`src/rtl/fetch_line_buffer_pkg.sv`:
```
// rtl/fetch_line_buffer_pkg.sv - shared system-bus constants and fetch state encoding
package fetch_line_buffer_pkg;

  localparam logic SYSBUS_READ  = 1'b1;
  localparam logic SYSBUS_WRITE = 1'b0;

  // Read command tag: bit 12 carries the read/write direction.
  localparam logic [12:0] TAG_READ = 13'h1100;

  localparam int LINE_BITS      = 512;
  localparam int BEAT_BITS      = 64;
  localparam int BEATS_PER_LINE = LINE_BITS / BEAT_BITS;
  localparam int WORDS_PER_LINE = LINE_BITS / 32;

  typedef enum logic [2:0] {
    ST_IDLE,
    ST_REQ,
    ST_RECV,
    ST_DRAIN,
    ST_FLUSH
  } fetch_state_t;

endpackage

```
`src/rtl/fetch_line_buffer.sv`:
```
// rtl/fetch_line_buffer.sv - fetches one 512-bit line over the system bus and streams its instructions
module fetch_line_buffer
  import fetch_line_buffer_pkg::*;
#(
  parameter int BUS_DATA_WIDTH = 64,
  parameter int BUS_TAG_WIDTH  = 13,
  parameter int LINE_BEATS     = 8
) (
  input  logic                      clk,
  input  logic                      reset,
  input  logic                      start,
  input  logic [BUS_DATA_WIDTH-1:0] start_pc,
  input  logic                      redirect,
  input  logic [BUS_DATA_WIDTH-1:0] redirect_pc,
  output logic                      bus_reqcyc,
  input  logic                      bus_reqack,
  output logic [BUS_DATA_WIDTH-1:0] bus_req,
  output logic [BUS_TAG_WIDTH-1:0]  bus_reqtag,
  input  logic                      bus_respcyc,
  output logic                      bus_respack,
  input  logic [BUS_DATA_WIDTH-1:0] bus_resp,
  input  logic [BUS_TAG_WIDTH-1:0]  bus_resptag,
  output logic                      instr_valid,
  input  logic                      instr_ready,
  output logic [31:0]               instr,
  output logic [BUS_DATA_WIDTH-1:0] instr_pc
);

  localparam int LINE_W = BUS_DATA_WIDTH * LINE_BEATS;
  localparam int OFF_W  = $clog2(LINE_W / 8);
  localparam int BEAT_W = $clog2(LINE_BEATS);
  localparam logic [BEAT_W-1:0] LAST_BEAT = BEAT_W'(LINE_BEATS - 1);

  fetch_state_t              state;
  logic [BUS_DATA_WIDTH-1:0] pc;
  logic [BUS_DATA_WIDTH-1:0] pending_pc;
  logic                      pending;
  logic [LINE_W-1:0]         line;
  logic [BEAT_W-1:0]         beat;

  logic in_req;
  logic in_drain;
  logic last_beat_in;
  logic unused_resptag;

  assign in_req       = (state == ST_REQ);
  assign in_drain     = (state == ST_DRAIN);
  assign last_beat_in = bus_respcyc && (beat == LAST_BEAT);
  assign unused_resptag = ^bus_resptag;

  // Every output except respack is a pure decode of registered state.
  assign bus_reqcyc  = in_req;
  assign bus_req     = in_req ? {pc[BUS_DATA_WIDTH-1:OFF_W], {OFF_W{1'b0}}} : '0;
  assign bus_reqtag  = in_req ? BUS_TAG_WIDTH'(TAG_READ) : '0;
  assign bus_respack = ((state == ST_RECV) || (state == ST_FLUSH)) && bus_respcyc;
  assign instr_valid = in_drain;
  assign instr       = in_drain ? line[{pc[OFF_W-1:2], 5'd0} +: 32] : '0;
  assign instr_pc    = in_drain ? pc : '0;

  always_ff @(posedge clk) begin
    if (reset) begin
      state      <= ST_IDLE;
      pc         <= '0;
      pending_pc <= '0;
      pending    <= 1'b0;
      line       <= '0;
      beat       <= '0;
    end else begin
      case (state)
        ST_IDLE: begin
          if (redirect) begin
            pc    <= redirect_pc;
            state <= ST_REQ;
          end else if (start) begin
            pc    <= start_pc;
            state <= ST_REQ;
          end
        end

        ST_REQ: begin
          // The request in flight stays untouched; a redirect only arms the flush.
          if (redirect) begin
            pending_pc <= redirect_pc;
            pending    <= 1'b1;
          end
          if (bus_reqack) begin
            beat  <= '0;
            state <= (redirect || pending) ? ST_FLUSH : ST_RECV;
          end
        end

        ST_RECV: begin
          if (bus_respcyc) begin
            line[beat*BUS_DATA_WIDTH +: BUS_DATA_WIDTH] <= bus_resp;
            beat <= beat + 1'b1;
          end
          if (redirect) begin
            // A redirect on the final beat has nothing left to flush.
            if (last_beat_in) begin
              pc    <= redirect_pc;
              beat  <= '0;
              state <= ST_REQ;
            end else begin
              pending_pc <= redirect_pc;
              pending    <= 1'b1;
              state      <= ST_FLUSH;
            end
          end else if (last_beat_in) begin
            beat  <= '0;
            state <= ST_DRAIN;
          end
        end

        ST_DRAIN: begin
          if (redirect) begin
            pc    <= redirect_pc;
            state <= ST_REQ;
          end else if (instr_ready) begin
            pc <= pc + BUS_DATA_WIDTH'(4);
            if (&pc[OFF_W-1:2]) state <= ST_REQ;
          end
        end

        ST_FLUSH: begin
          if (redirect) pending_pc <= redirect_pc;
          if (bus_respcyc) begin
            beat <= beat + 1'b1;
            if (beat == LAST_BEAT) begin
              pc      <= redirect ? redirect_pc : pending_pc;
              pending <= 1'b0;
              beat    <= '0;
              state   <= ST_REQ;
            end
          end
        end

        default: state <= ST_IDLE;
      endcase
    end
  end

endmodule

```
`config.mk`:
```
export PLATFORM = sky130hd
export DESIGN_NAME = fetch_line_buffer
export DESIGN_NICKNAME = d
export VERILOG_FILES = /design/src/rtl/fetch_line_buffer_pkg.sv /design/src/rtl/fetch_line_buffer.sv
export SDC_FILE = /design/constraint.sdc
export NUM_CORES = 2
export LEC_CHECK = 0
export BUFFER_PORTS_ARGS = -buffer_cell sky130_fd_sc_hd__buf_2
export CAP_MARGIN = 20
export CORE_MARGIN = 3
export CORE_UTILIZATION = 30
export CTS_CLUSTER_DIAMETER = 50
export DETAILED_ROUTE_END_ITERATION = 10
export PLACE_DENSITY_LB_ADDON = 0.12
export SYNTH_ARGS = -nofsm -noshare
export SYNTH_HDL_FRONTEND = slang
export SYNTH_SLANG_ARGS = --single-unit
```
`constraint.sdc`:
```
create_clock -name clk -period 4.6 [get_ports clk]
set_input_delay 0.46 -clock clk [delete_from_list [all_inputs] [get_ports clk]]
set_output_delay 0.46 -clock clk [all_outputs]
set_load 0.1 [all_outputs]
```
==> results.txt <==
----------------------------------------------------
[Critical path]
  Crit Path Max Fanout ... 41
  Critical path required time ... approximately 4.1 ns
  Critical path capture point type ... primary output
  Critical path start-end classification ... reg2out
  Worst setup path start ... pc[3]
  Reg2reg path depth ... 9
  Startpoint of the worst-slack reg-to-reg timing path ... beat[1]
  End of the worst register-to-register path ... pending_pc[48]
  Critical path launch point type ... flip-flop
  Crit path DAT ... 3.47 ns
  Critical path capture point ... instr[11]
  Setup slack, reg-to-reg ... 1.30 ns

[Power and ir drop]
  Share of power burned in the clock network ... between 40 and 50%
  Switching power as a share of total power ... 35.1%
  Peak supply drop ... between 0.3 and 0.4 mV
  Power density normalized to cell area ... 487 nW/µm²
  Logic pwr share ... 22.4%
  Internal Pwr Total ... 12.3 mW
  Total leakage power ... 14.2 nW
  Net switching power ... 6.66 mW
  Portion of total power attributed to sequential cells ... 34.5%

[Placement]
  Placer Congestion ... 0.819
  PortBufs ... roughly 360
  Standard cell area after detailed placement ... 35300 µm²
  Detailed placer's ending HPWL ... 77800 µm

[GRT]
  Wire length of the first global-routing pass ... 190000 µm
  Initial antenna violation count ... 27
  Via count of the first global-routing pass ... 29000
  Largest net degree at the start of global routing ... 186
  Gr usage total ... between 20% and 30%
  Total grt overflow ... 0

[Yosys]
  Library cell with the highest instance count after synthesis ... sky130_fd_sc_hd__nand2_1
  Share of the synthesized area in the top cell type ... 39.8%
  Synth async-reset ratio ... 0%
  Number of synthesized register bits ... 647
  Syn avg cell area ... 8.21 µm²
  Primary FF master, synth ... sky130_fd_sc_hd__dfxtp_1
  Post-synthesis cell type count ... 84
  Cell types occupying the most area after synthesis ... sky130_fd_sc_hd__dfxtp_1 (40%), sky130_fd_sc_hd__mux4_2 (11%), sky130_fd_sc_hd__a21oi_1 (9.5%)
  Number of synthesized flops with an enable pin ... 0
  Synthesized area ... 32500 µm²
  Commonest cells post-synth ... sky130_fd_sc_hd__nand2_1 (726), sky130_fd_sc_hd__dfxtp_1 (647), sky130_fd_sc_hd__a21oi_1 (616)
  Post-synth top area cell ... sky130_fd_sc_hd__dfxtp_1
  Synthesized instance count ... roughly 4000
  Sequential cell area fraction in the yosys report ... 39.8%
  Number of warnings reported in the yosys synthesis log ... 0

[Drt]
  DR vias ... 30100
  Detailed-routing iteration count for the pre-antenna-repair pass ... 6
  Post-route DRC ... 0
  Initial detailed-routing violation count ... about 2100
  Remaining number of nets flagged by the antenna check after routing ... 0
  WL per Instance ... 22.8 µm
  Mean number of vias per cell ... 5.35
  Sum of routed wire length over all layers ... 128000 µm

[Clock tree]
  Total of cells resized after clock tree synthesis ... 0
  Clock slew at the register clock pins of the worst setup and hold paths ... 0.05 ns
  Deepest clock path buffer count ... 3
  H-tree depth reported by CTS ... 3
  Count of buffers added by post-CTS timing repair for setup ... 0
  Master cell of the clock root buffer ... sky130_fd_sc_hd__clkbuf_16
  TritonCTS buffer count ... between 100 and 150
  Clock sink count ... 647
  Hold bufs inserted after CTS ... 0
  Insertion delay to the later sink of the worst-skew pair ... 0.67 ns
  Clock tree from TritonCTS ... built

[Final layout]
  Ratio of cells with drive above 1 in the final layout ... about a fifth
  Post-layout instance area ... 39000 µm²
  Area used by multi-input combinational logic ... between 15000 and 20000 µm²
  Fillers ... 11200
  Final cell utilization of the core ... 36.3%
  Area delta synth->final ... 19.7%
  Number of nets in the layout ... between 4000 and 5000
  FF+latch area ... 13000 µm²

[STA]
  Worst slew margin relative to its limit ... 21.2%
  Fin crit period ... 3.93 ns
  Sum Neg Setup Slack ... 0 ns
  Final number of hold-violating endpoints ... 0
  Final Max Tran Viols ... 0
  Actual transition at the worst max-transition pin ... between 1 and 1.5 ns
  Setup repair after global routing missed its margin ... no
  Fin Clk Skew ... 0.0269 ns
  Number of setup violations in the final report ... 0
  Highest clock frequency the design can meet ... about 250 MHz
  Final worst path period share ... 85.4%

[Run status]
  Status ... finished, final reports clean

[Floorplanning]
  Die boundary height ... roughly 340 µm
  Effective utilization at floorplan ... 30.3%
  Floorplan die area ... between 100000 and 150000 µm²
  Core area ... 107000 µm²
  Horizontal die dimension ... 335 µm
  Core Rows ... 120
  Io pins ... 388

[Worst hold path]
  Worst hold-check path type ... in2reg

[Job]
  Max-capacitance violation count ... 0

----------------------------------------------------
[layout by cell type (no fill, tap or decap), types with 14 or more instances in the layout]
cell / count
sky130_fd_sc_hd__a211oi_1: 25
sky130_fd_sc_hd__a21oi_1: 616
sky130_fd_sc_hd__a31oi_1: 25
sky130_fd_sc_hd__a32o_1: 53
sky130_fd_sc_hd__and2_1: 164
sky130_fd_sc_hd__buf_2: 355
sky130_fd_sc_hd__buf_4: 68
sky130_fd_sc_hd__bufinv_16: 14
sky130_fd_sc_hd__clkbuf_16: 104
sky130_fd_sc_hd__clkinv_2: 16
sky130_fd_sc_hd__clkinvlp_4: 15
sky130_fd_sc_hd__conb_1: 17
sky130_fd_sc_hd__dfxtp_1: 642
sky130_fd_sc_hd__diode_2: 16
sky130_fd_sc_hd__mux2i_1: 97
sky130_fd_sc_hd__mux4_2: 160
sky130_fd_sc_hd__nand2_1: 726
sky130_fd_sc_hd__nand2b_1: 19
sky130_fd_sc_hd__nand3_1: 176
sky130_fd_sc_hd__nand4_1: 31
sky130_fd_sc_hd__nor2_1: 403
sky130_fd_sc_hd__nor3_1: 95
sky130_fd_sc_hd__nor3b_1: 16
sky130_fd_sc_hd__o21ai_0: 63
[area by class of cell]
cell class | instances | share of cell area (%)
Antenna cell | 16 | 0.103
Clock buffer | 122 | 7.06
Clock inverter | 69 | 2.19
Inverter | 16 | 0.157
Multi-Input combinational cell | 2917 | 46.3
Sequential cell | 647 | 33.3
Tap cell | 1403 | 4.51
Timing Repair Buffer | 433 | 6.39
[how the worst min path moves through the flow]
stage / start / to / slack (ns) / depth (start not counted)
CTS: redirect_pc[40] / pending_pc[40] / 0.009 / 3
floorplan: line[484] / line[484] / 0.43 / 2
detailed placement: line[3] / line[3] / 0.44 / 2
global route: redirect_pc[58] / pending_pc[58] / 0.03 / 3
global placement: line[282] / line[282] / 0.44 / 2
finish: redirect_pc[37] / pending_pc[37] / 0.06 / 3
[per-layer routing]
layer / GRT usage, % / vias to the layer above / part of all wire (%)
met2: 38.0 / 821 / 48
li1: - / 14300 / -
met3: 4.40 / 207 / 5.9
met5: 0 / - / 0.12
met1: 28.1 / 14800 / 43
met4: 6.18 / 24 / 2.5
[logic make-up (layout without fill, tap and decap cells)]
logic type	Yosys count	count (layout)	synth area share, %
AO/OA/AOI/OAI	896	896	16.0
buffers and inverters	413	640	5.43
multiplexers	269	269	14.5
XOR/XNOR	5	5	0.135
AND/OR/NAND/NOR	1725	1725	23.9
flip-flops	647	647	39.8
adder cells (fa/ha/maj)	5	5	0.192
other	1	33	0.0115
[stage by stage]
step | total power [mW] | hold WS, ns | setup WS, ns | instances
floorplan | 9.44 | 0.429 | 1.40 | 3977
global placement | 10.9 | 0.438 | 1.24 | 5415
detailed placement | 10.9 | 0.442 | 1.31 | 5416
CTS | 19.2 | 0.00886 | 0.599 | 5607
global route | 19.7 | 0.0333 | 0.604 | 5610
finish | 19.0 | 0.0622 | 0.672 | 5623
[critical path, stage by stage (launching register included)]
cell and delay, ns:
sky130_fd_sc_hd__dfxtp_4 0.65, sky130_fd_sc_hd__buf_4 0.66, sky130_fd_sc_hd__mux4_2 0.43, sky130_fd_sc_hd__mux4_2 0.48, sky130_fd_sc_hd__and2_1 0.22, sky130_fd_sc_hd__buf_2 0.31
[power by group through the flow]
stage	registers (mW)	logic (mW)	clock network, mW
after floorplan	6.22	3.21	0
after global placement	6.65	4.25	0
after detailed placement	6.66	4.27	0
after CTS	6.54	4.28	8.36
after global routing	6.59	4.52	8.57
final	6.54	4.24	8.17
[sequential cells by signal, summed over array words and instances (netlist names)]
| name | cells |
|---|---|
| beat | 3 |
| pc | 64 |
| line | 512 |
| pending | 1 |
| state | 3 |
| pending_pc | 64 |
No activity file was read; power rests on OpenSTA's default activity.
